--- config.mk ---
export PLATFORM = sky130hd
export DESIGN_NAME = ps2_rx_fifo
export DESIGN_NICKNAME = d
export VERILOG_FILES = /design/src/rtl/ps2_rx_fifo.sv
export SDC_FILE = /design/constraint.sdc
export NUM_CORES = 1
export LEC_CHECK = 0
export ABC_AREA = 1
export CORE_MARGIN = 2
export CORE_UTILIZATION = 55
export CTS_BUF_LIST = sky130_fd_sc_hd__clkbuf_8
export CTS_CLUSTER_SIZE = 16
export DETAILED_ROUTE_END_ITERATION = 12
export PLACE_DENSITY = 0.73
export SLEW_MARGIN = 20
export SYNTH_ARGS = -nofsm -noshare
export SYNTH_HDL_FRONTEND = slang
export SYNTH_SLANG_ARGS = --single-unit
export TNS_END_PERCENT = 1
--- constraint.sdc ---
create_clock -name clk -period 4 [get_ports clk]
set_clock_uncertainty 0.15 [all_clocks]
set_input_delay 0.8 -clock clk [delete_from_list [all_inputs] [get_ports clk]]
set_output_delay 0.8 -clock clk [all_outputs]
set_load 0.01 [all_outputs]
--- src/rtl/ps2_rx_fifo.sv ---
// ps2_rx_fifo: PS/2 frame receiver with FWFT byte FIFO; define PS2_BREAK_DECODE_EN to fold 0xF0 into rd_brk
module ps2_rx_fifo #(
  parameter int FIFO_DEPTH = 8,
  parameter int SYNC_STAGES = 2,
  parameter int TIMEOUT_CYCLES = 100000
) (
  input  logic clk,
  input  logic rst,
  input  logic ps2_clk,
  input  logic ps2_data,
  input  logic rd_ready,
  input  logic clr_overflow,
  output logic rd_valid,
  output logic [7:0] rd_data,
  output logic rd_brk,
  output logic [$clog2(FIFO_DEPTH):0] level,
  output logic frame_err,
  output logic overflow
);
  localparam int AW = $clog2(FIFO_DEPTH);
  localparam int LW = AW + 1;
  localparam int TW = $clog2(TIMEOUT_CYCLES);
`ifdef PS2_BREAK_DECODE_EN
  localparam int DW = 9;
`else
  localparam int DW = 8;
`endif
  localparam logic [1:0] IDLE = 2'd0;
  localparam logic [1:0] DATA = 2'd1;
  localparam logic [1:0] PARITY = 2'd2;
  localparam logic [1:0] STOP = 2'd3;
  logic [SYNC_STAGES-1:0] cs, ds;
  logic cprev, fall, din;
  logic [1:0] state;
  logic [2:0] cnt;
  logic [7:0] shreg;
  logic par;
  logic [TW-1:0] tmo;
  logic tmo_hit, stop_ok, good, err, push;
  logic [DW-1:0] push_d;
  logic [FIFO_DEPTH-1:0][DW-1:0] mem;
  logic [AW-1:0] wp, rp;
  logic pop, full, wr;
  always_ff @(posedge clk or negedge rst)
    if (!rst) begin
      cs <= '1;
      ds <= '1;
      cprev <= 1'b1;
    end else begin
      cs <= {cs[SYNC_STAGES-2:0], ps2_clk};
      ds <= {ds[SYNC_STAGES-2:0], ps2_data};
      cprev <= cs[SYNC_STAGES-1];
    end
  always_comb begin
    fall = cprev & ~cs[SYNC_STAGES-1];
    din = ds[SYNC_STAGES-1];
    tmo_hit = state != IDLE && !fall && tmo == TW'(TIMEOUT_CYCLES - 1);
    stop_ok = din & ^{shreg, par};
    good = fall && state == STOP && stop_ok;
    err = tmo_hit | (fall & ((state == IDLE & din) | (state == STOP & ~stop_ok)));
  end
  always_ff @(posedge clk or negedge rst)
    if (!rst) begin
      state <= IDLE;
      cnt <= '0;
      shreg <= '0;
      par <= 1'b0;
      tmo <= '0;
      frame_err <= 1'b0;
    end else begin
      frame_err <= err;
      tmo <= (state == IDLE || fall || tmo_hit) ? '0 : tmo + TW'(1);
      if (tmo_hit) state <= IDLE;
      else if (fall) begin
        shreg <= state == DATA ? {din, shreg[7:1]} : shreg;
        cnt <= state == DATA ? cnt + 3'd1 : 3'd0;
        par <= state == PARITY ? din : par;
        state <= state == IDLE ? (din ? IDLE : DATA) :
                 state == DATA ? (cnt == 3'd7 ? PARITY : DATA) :
                 state == PARITY ? STOP : IDLE;
      end
    end
`ifdef PS2_BREAK_DECODE_EN
  logic pend;
  always_comb begin
    push = good & (shreg != 8'hF0);
    push_d = {pend, shreg};
    rd_brk = mem[rp][8];
  end
  // any completed frame (pushed, dropped or error) consumes the pending release prefix
  always_ff @(posedge clk or negedge rst)
    if (!rst) pend <= 1'b0;
    else if (good) pend <= shreg == 8'hF0;
    else if (err) pend <= 1'b0;
`else
  always_comb begin
    push = good;
    push_d = shreg;
    rd_brk = 1'b0;
  end
`endif
  always_comb begin
    rd_valid = level != '0;
    rd_data = mem[rp][7:0];
    pop = rd_valid & rd_ready;
    full = level == LW'(FIFO_DEPTH);
    wr = push & (~full | pop);
  end
  always_ff @(posedge clk or negedge rst)
    if (!rst) begin
      mem <= '0;
      wp <= '0;
      rp <= '0;
      level <= '0;
      overflow <= 1'b0;
    end else begin
      if (wr) mem[wp] <= push_d;
      wp <= wp + AW'(wr);
      rp <= rp + AW'(pop);
      level <= level + LW'(wr) - LW'(pop);
      overflow <= (push & ~wr) | (overflow & ~clr_overflow);
    end
endmodule

; ---- Yosys cells after proc, flatten, opt, wreduce, memory -nomap -nowiden
; Cells that the tools add are included.
[classes]
add_sub_neg = 6
mul = 0
div_mod_pow = 0
order_cmp = 3
eq_ne = 6
n_shift = 0
n_mux = 14
n_bitwise = 19
n_reduce_logical = 16
[op_table]
columns = operator, count
row1 = $bwmux 64, 1
row2 = $bmux 8 s3, 1
row3 = $demux 8 s3, 1
row4 = $add 17x1->17 const B, 1
row5 = $eq 17x17->1 const B, 1
row6 = $mux 17, 1
row7 = $mux 8, 2
row8 = $mux 2, 6
row9 = $and 1x1->1, 9
row10 = $reduce_xor 9->1, 1
row11 = $lt 3x4->1 const B, 2
row12 = $add 3x1->3, 2
row13 = $not 1->1, 6
row14 = $reduce_and 3->1, 2
row15 = $logic_and 1x1->1, 5
row16 = $add 4x1->4, 1
row17 = $eq 2x2->1 const B, 2
row18 = $eq 4x4->1 const B, 1
row19 = $or 1x1->1, 4
row20 = $reduce_bool 2->1, 2
row21 = $reduce_bool 4->1, 1
row22 = $sub 4x1->4, 1
row23 = $add 3x1->3 const B, 1
row24 = $eq 3x3->1 const B, 1
row25 = 8 further kinds, 9
[word_totals]
ff_bits = 112
latchBits = 0
ram_bits = 0
romBits = 0
inputBits = 6
out_inout_bits = 16
word_cells = 85
memories = 0

; ---- Depth between registers and ports, before layout
; Gate-level depths: netlist (run 1).
[depth]
depth_word = 8
ltp_mapped = 20
depth_no_buf = 17

; ---- Worst setup path after synthesis (run 1)
; No wires, ideal clock.
[synth_timing]
path_type = input-to-reg
startpoint = input rd_ready
endpoint = register level[2]
setup_time_ps = 123
arrival_time_ps = 2723
required_time_ps = 3727
path_slack_ps = 1005
stages = 12
path_buffers = 2
cell_sequence = a21boi_2 -> nor2_2 -> nand2_4 -> buf_2 -> buf_2 -> nand2_1 -> ha_1 -> inv_1 -> ha_1 -> inv_1 -> fa_1 -> xnor2_1
[synth_between]
elab_chain_len = 5
[synth_rtl]
columns = item, line_no
row1 = from (decl), 11  ; input logic rd_ready,
row2 = $and 1x1->1 (*), 105  ; pop = rd_valid & rd_ready;
row3 = $or 1x1->1, 107  ; wr = push & (~full | pop);
row4 = $and 1x1->1, 107
row5 = $add 4x1->4, 120  ; level <= level + LW'(wr) - LW'(pop);
row6 = $sub 4x1->4 (*), 120
row7 = to (signal assigned), 120
row8 = to (decl), 16  ; output logic [$clog2(FIFO_DEPTH):0] level,
; Every way passes the cells marked *; elsewhere a longest branch is shown, timed or not.
; A chain may end at the register's enable or synchronous reset.

; ---- Worst setup path in the final report (run 1)
[layout_timing]
startpoint = register rp[0]
endpoint = output rd_data[7]
[layout_between]
elab_chain_len = 2
[layout_rtl]
columns = item, line_no
row1 = from (decl), 42  ; logic [AW-1:0] wp, rp;
row2 = from (signal assigned), 119  ; rp <= rp + AW'(pop);
row3 = $bmux 8 s3, 104  ; rd_data = mem[rp][7:0];
row4 = $mux 8 (not written as such), 104
row5 = to (decl), 14  ; output logic [7:0] rd_data,
; Every way passes these cells. The select of a mux whose other input is x is not followed.

==> results of run 1 <==
Yosys cell counts (all sizes together):
| cell | number | area share |
|---|---|---|
| o211ai | 1 | 0.0013 |
| buf | 25 | 0.047 |
| nand3 | 21 | 0.037 |
| a21oi | 7 | 0.0059 |
| nor3b | 1 | 0.0013 |
| a31oi | 10 | 0.011 |
| inv | 49 | 0.031 |
| and3 | 1 | 0.0011 |
| nand4 | 69 | 0.073 |
| nand3b | 1 | 0.0013 |
| clkbuf | 13 | 0.0083 |
| or2 | 1 | 0.0011 |
| nor4 | 3 | 0.0032 |
| nor3 | 16 | 0.020 |
| o21ai | 49 | 0.042 |
| xnor2 | 3 | 0.0057 |
| o32ai | 1 | 0.0015 |
| conb | 1 | 0.00064 |
| fa | 1 | 0.0034 |
| xor2 | 5 | 0.0074 |
| dfrtp | 107 | 0.45 |
| ha | 13 | 0.028 |
| nand2 | 190 | 0.12 |
| a31o | 1 | 0.0015 |
| o22ai | 8 | 0.0085 |
| nor2 | 82 | 0.056 |
| a21boi | 1 | 0.0019 |
| dfstp | 5 | 0.022 |
registers in the layout, summed over array words and instances (netlist names):
| name | count |
|---|---|
| push_d | 8 |
| wp | 3 |
| frame_err | 1 |
| overflow | 1 |
| tmo | 17 |
| cprev | 1 |
| rp | 3 |
| state | 2 |
| level | 4 |
| cs | 2 |
| cnt | 3 |
| ds | 2 |
| mem | 64 |
| par | 1 |
worst max-delay path: stages (launching register included):
cell and delay, ps:
dfrtp_1 400, inv_1 330, buf_4 290, o21ai_0 110
o22ai_1 160, nor2_1 60, a31oi_1 190, clkdlybuf4s50_1 560
metrics by stage:
step                instances  total power, uW  hold slack (ps)
finish                    827             3280              212
global route              827             3470              221
CTS                       827             3290              214
detailed placement        811             2640              198
global placement          811             2620              196
floorplan                 685             2190              195
placed cells by master (no fill, tap or decap), types with 5 or more instances in the layout:
| cell type | count |
|---|---|
| nand2_2 | 5 |
| ha_1 | 13 |
| o21ai_0 | 49 |
| inv_1 | 47 |
| nor2_1 | 78 |
| nand2_1 | 184 |
| a31oi_1 | 10 |
| clkbuf_8 | 10 |
| nand4_1 | 69 |
| dfstp_2 | 5 |
| nand3_4 | 8 |
| nor3_1 | 8 |
| dfrtp_1 | 107 |
| o22ai_1 | 8 |
| nand3_1 | 10 |
| buf_4 | 9 |
| clkdlybuf4s50_1 | 19 |
| a21oi_1 | 7 |
| xor2_1 | 5 |
| nor3_2 | 8 |
kinds of logic (layout without fill, tap and decap cells):
family	count (synthesis)	in the layout	synth area share
and+or+nand+nor	385	385	0.319
DFF	112	112	0.477
buffers and inverters	87	93	0.0863
AOI/OAI and AO/OA	78	78	0.0729
adders and majority gates	14	14	0.0310
xor gates and xnor gates	8	8	0.0132
other	1	1	0.000637
worst max path at each step:
stage / start / endpoint / slack [ps] / depth (start not counted)
2_1_floorplan: rd_ready / level[2] / 1000 / 12
3_3_place_gp: rd_ready / level[1] / 1040 / 11
3_5_place_dp: rd_ready / mem[47] / 1000 / 8
4_1_cts: rp[0] / rd_data[1] / 600 / 7
5_1_grt: rp[0] / rd_data[6] / 490 / 7
6_report: rp[0] / rd_data[7] / 570 / 7
layer usage:
metal | vias up | wire (um)
li1 | 2289 | -
met3 | 25 | 870
met2 | 164 | 6690
met5 | - | 0
met4 | 0 | 329
met1 | 2292 | 5800
report_power, final:
part / internal [uW] / leakage, uW / switching (uW) / total, uW
clock network: 246 / 0.0000891 / 402 / 648
registers: 1210 / 0.00152 / 177 / 1390
logic: 500 / 0.00139 / 741 / 1240
area by class of cell:
type                       instances  area (um2)  share of cell area
clock inverter                     6        42.5             0.00689
clock buffer                      10         138              0.0223
multi-input combinational        486        2570               0.417
timing repair buffer              28         258              0.0418
tap                              136         170              0.0276
sequential                       112        2810               0.455
inverter                          49         184              0.0298
==> flow_summary_export.csv, run 1 <==
group,metric,value,unit
run_status,status,"complete, no violations",
placed_design,place_area,5990,um2
yosys,syn_inst,685,
routing,viasPerCell,5.77,
floorplanning,core_area,10400,um2
clock_tree,postCtsSetupRepairBufs,0,
hold_path,holdCritStartpoint,"cs[0]",
worst_setup_path,arrival,2480,ps
cells_and_area,syn_to_final_growth,4.82,%
sta,hold_viol,0,
worst_setup_path,crit_required,3050,ps
floorplanning,io_pins,22,
hold_path,hold_depth,0,
cells_and_area,final_area,6170,um2
sta,finalWorstSetupSlack,568,ps
routing,first_iter_violations,336,
clock_tree,h-tree-depth,3,
routing,drt-pass1-iter-count,6,
sta,fmax,0.291,GHz
hold_path,holdPathEnd,"cs[1]",
global_route,grt_overflow,0,
cells_and_area,finalNetCount,706,
flow_run,cap_violations,0,
clock_tree,cts_made_buffers,9,
cells_and_area,nFillCells,921,
clock_tree,post_cts_resized,0,
clock_tree,cts_tree,"yes",
global_route,grt_pass1_wl,22900,um
clock_tree,clk_pin_slew_worst_paths,100,ps
global_route,grt.total_usage,0.256,
routing,detail-route-antenna-nets,0,
pwr,p_leak,0.00300,uW
sta,relSlewSlack,0.401,
floorplanning,initial_core_util,0.568,
yosys,ys_warn_count,0,
cells_and_area,fin_util,0.595,
global_route,met1_usage,0.340,
clock_tree,ctsHoldBuffers,0,
worst_setup_path,r2r_start,"push_d[5]",
global_route,busiest_layer,"met2",
placed_design,place_ws,1000,ps
global_route,grt_max_degree,74,
floorplanning,die_h,107,um
routing,vias,4770,
yosys,postSynthAreaPerCell,8.60,um2
worst_setup_path,critical_path.max_fanout,18,
global_route,use_met3,0.0557,
yosys,syn_nets,705,
sta,finalCriticalPeriod,3430,ps
clock_tree,cts_buffer_depth,2,
worst_setup_path,crit_path_end_kind,"output pin",
cells_and_area,drive_gt1_frac,0.0941,
clock_tree,cts-root-buf,"clkbuf_8",
placed_design,portBuffers,20,
global_route,grt_use_met2,0.415,
sta,final.setup.tns,0,ps
hold_path,hp-class,"reg -> reg",
floorplanning,rows,37,
worst_setup_path,ff2ff_setup_slack,1030,ps
worst_setup_path,cp-start-kind,"register",
placed_design,place_hpwl,8980,um
yosys,yosysSeqAreaShare,0.477,
yosys,synth_area,5890,um2
worst_setup_path,timing.rr.end,"mem[30]",
clock_tree,clk_latency,390,ps
routing,drt_wl_total,13700,um
yosys,synth_seq_cells,112,
routing,avgRoutedWirePerCell,16.6,um
sta,final.period_utilization,0.858,
worst_setup_path,path_class,"reg -> out",
floorplanning,dieArea,11600,um2
sta,worst_pin_slew,899,ps
pwr,p_per_area,531,nW/um2
clock_tree,clkSinkCount,112,
worst_setup_path,ff2ff_path_depth,12,
sta,setup_viol_count_final,0,
routing,drc_errors,0,
global_route,grt_pass1_vias,4590,
cells_and_area,antennaDiodeCount,0,
pwr,ir_drop,0.272,mV
global_route,antenna_found_initial,0,
floorplanning,die_x,107,um
yosys,ys_types,40,
sta,rsz0062_at_grt,"false",
placed_design,routabilityCongestion,0.866,
sta,slew_violations,0,
Power figures use the tool's default switching activity.
==> run 2, diff against run 1 <==
--- a/config.mk
+++ b/config.mk
@@ -7,11 +7,11 @@
 export LEC_CHECK = 0
 export ABC_AREA = 1
 export CORE_MARGIN = 2
-export CORE_UTILIZATION = 55
+export CORE_UTILIZATION = 60
 export CTS_BUF_LIST = sky130_fd_sc_hd__clkbuf_8
 export CTS_CLUSTER_SIZE = 16
 export DETAILED_ROUTE_END_ITERATION = 12
-export PLACE_DENSITY = 0.73
+export PLACE_DENSITY = 0.79
 export SLEW_MARGIN = 20
 export SYNTH_ARGS = -nofsm -noshare
 export SYNTH_HDL_FRONTEND = slang
==> flow_summary_export.csv, run 2 (same netlist as run 1, synthesis figures left out) <==
group,metric,value,unit
run_status,status,"complete, no violations",
routing,drt-pass1-iter-count,8,
clock_tree,post_cts_resized,0,
worst_setup_path,ff2ff_setup_slack,1050,ps
clock_tree,cts_made_buffers,9,
worst_setup_path,path_class,"reg -> out",
pwr,power,3320,uW
worst_setup_path,path_cells,"inv_1 -> o21ai_0 -> o22ai_1 -> nor2_1 -> a31oi_1 -> clkdlybuf4s50_1",
global_route,grt.total_usage,0.267,
routing,detail-route-antenna-nets,0,
placed_design,routabilityCongestion,0.885,
floorplanning,dieArea,10600,um2
global_route,antenna_found_initial,0,
clock_tree,cts_tree,"yes",
sta,final.setup.tns,0,ps
clock_tree,clkSinkCount,112,
cells_and_area,drive_gt1_frac,0.0900,
clock_tree,clk_latency,390,ps
worst_setup_path,critical_path.max_fanout,16,
worst_setup_path,worst_path_largest_cell_delay,550,ps
pwr,p_per_area,536,nW/um2
cells_and_area,final_area,6190,um2
sta,setup_viol_count_final,0,
global_route,grt_pass1_wl,22100,um
routing,drc_errors,0,
clock_tree,postCtsSetupRepairBufs,0,
worst_setup_path,crit_required,3050,ps
sta,finalCriticalPeriod,3430,ps
hold_path,hp-class,"reg -> reg",
cells_and_area,antennaDiodeCount,0,
cells_and_area,largest_register,"mem",
sta,hold_viol,0,
sta,slew_violations,0,
floorplanning,initial_core_util,0.611,
routing,vias,4807,
cells_and_area,layout_commonest_cell,"nand2_1",
global_route,grt_pass1_vias,4575,
pwr,ir_drop,0.336,mV
routing,first_iter_violations,335,
placed_design,place_hpwl,8370,um
cells_and_area,syn_to_final_growth,5.16,%
clock_tree,h-tree-depth,3,
worst_setup_path,crit_path_end_kind,"output pin",
worst_setup_path,critPathSlowestCell,"clkdlybuf4s50_1",
cells_and_area,final_cell_mix,"nand2_1 (184), dfrtp_1 (107), nor2_1 (78), nand4_1 (69), o21ai_0 (49)",
cells_and_area,largest_reg_flops,64,
floorplanning,rows,36,
floorplanning,die_x,103,um
routing,viasPerCell,5.85,
sta,rsz0062_at_grt,"false",
global_route,grt_overflow,0,
placed_design,place_area,5990,um2
clock_tree,cts_buffer_depth,2,
flow_run,cap_violations,0,
floorplanning,die_h,103,um
placed_design,portBuffers,20,
clock_tree,clk_pin_slew_worst_paths,110,ps
worst_setup_path,arrival,2480,ps
routing,avgRoutedWirePerCell,15.7,um
worst_setup_path,cp-start-kind,"register",
pwr,p_leak,0.00301,uW
cells_and_area,finalNetCount,704,
sta,worst_pin_slew,872,ps
worst_setup_path,critPathBufInv,2,
floorplanning,core_area,9640,um2
sta,whs,197,ps
clock_tree,cts-root-buf,"clkbuf_8",
global_route,grt_max_degree,113,
sta,final.period_utilization,0.859,
routing,drt_wl_total,12900,um
sta,fmax,0.291,GHz
sta,relSlewSlack,0.419,
floorplanning,io_pins,22,
worst_setup_path,critPathTopFamily,"buffers and inverters",
clock_tree,ctsHoldBuffers,0,
[run 2: cell types whose count changed in the layout (fill, tap and decap cells not counted)]
cell / delta
bufinv_16: +1
inv_1: +1
clkinv_2: -2
buf_12: +1
clkinvlp_4: -2
clkinv_4: +2
buf_4: -3
[run 2: where the power goes]
group	leakage, uW	internal (uW)	total (uW)	switching (uW)
Combinational	0.00139	496	1210	712
Sequential	0.00152	1210	1400	191
Clock	0.000109	312	708	396
Total	0.00301	2020	3320	1300
[run 2: stage by stage]
stage / setup WS [ps] / std cells / utilization
floorplan: 1000 / 685 / -
global placement: 1020 / 806 / 0.621
detailed placement: 948 / 806 / 0.621
CTS: 580 / 822 / 0.643
global route: 441 / 822 / 0.643
finish: 565 / 822 / 0.643
[run 2: worst reg2reg max path, cell delays in order, from the launching register on]
cell     delay [ps]
dfrtp_1         690
inv_1           160
nand2_1         100
nand2_1          60
nand2_1          80
nand3_2          90
nand3_1         110
nand3_2         110
nor2_4          140
buf_4           680
nand3_4         290
nand2_1         140
nand2_1          60
[run 2: area by class of cell]
type                       count  area [um2]
tap                          133         166
multi-input combinational    486        2570
clock inverter                 6        68.8
clock buffer                  10         138
timing repair buffer          26         255
inverter                      49         184
sequential                   112        2810
fill                         808        3450
[run 2: routing by layer]
metal	track usage	wire length, um
met5	0	0
met4	0.0941	340
met3	0.0529	779
met2	0.423	6260
met1	0.371	5550
[run 2: worst paths after layout]
| check | startpoint | to | cells after the start |
|---|---|---|---|
| worst min register to register | ds[0] | ds[1] | 0 |
| max in group asynchronous | rst | mem[55] | 2 |
| min in group asynchronous | rst | mem[11] | 2 |
| worst max-delay path | rp[1] | rd_data[6] | 6 |
| worst min-delay path | ds[0] | ds[1] | 0 |
| worst max register to register | push_d[3] | mem[24] | 12 |
==> run 3, diff against run 2 <==
--- a/config.mk
+++ b/config.mk
@@ -12,7 +12,6 @@
 export CTS_CLUSTER_SIZE = 16
 export DETAILED_ROUTE_END_ITERATION = 12
 export PLACE_DENSITY = 0.79
-export SLEW_MARGIN = 20
 export SYNTH_ARGS = -nofsm -noshare
 export SYNTH_HDL_FRONTEND = slang
 export SYNTH_SLANG_ARGS = --single-unit
==> results of run 3 <==
Same layout as run 2: the final DEF is identical, and so are final timing and power.
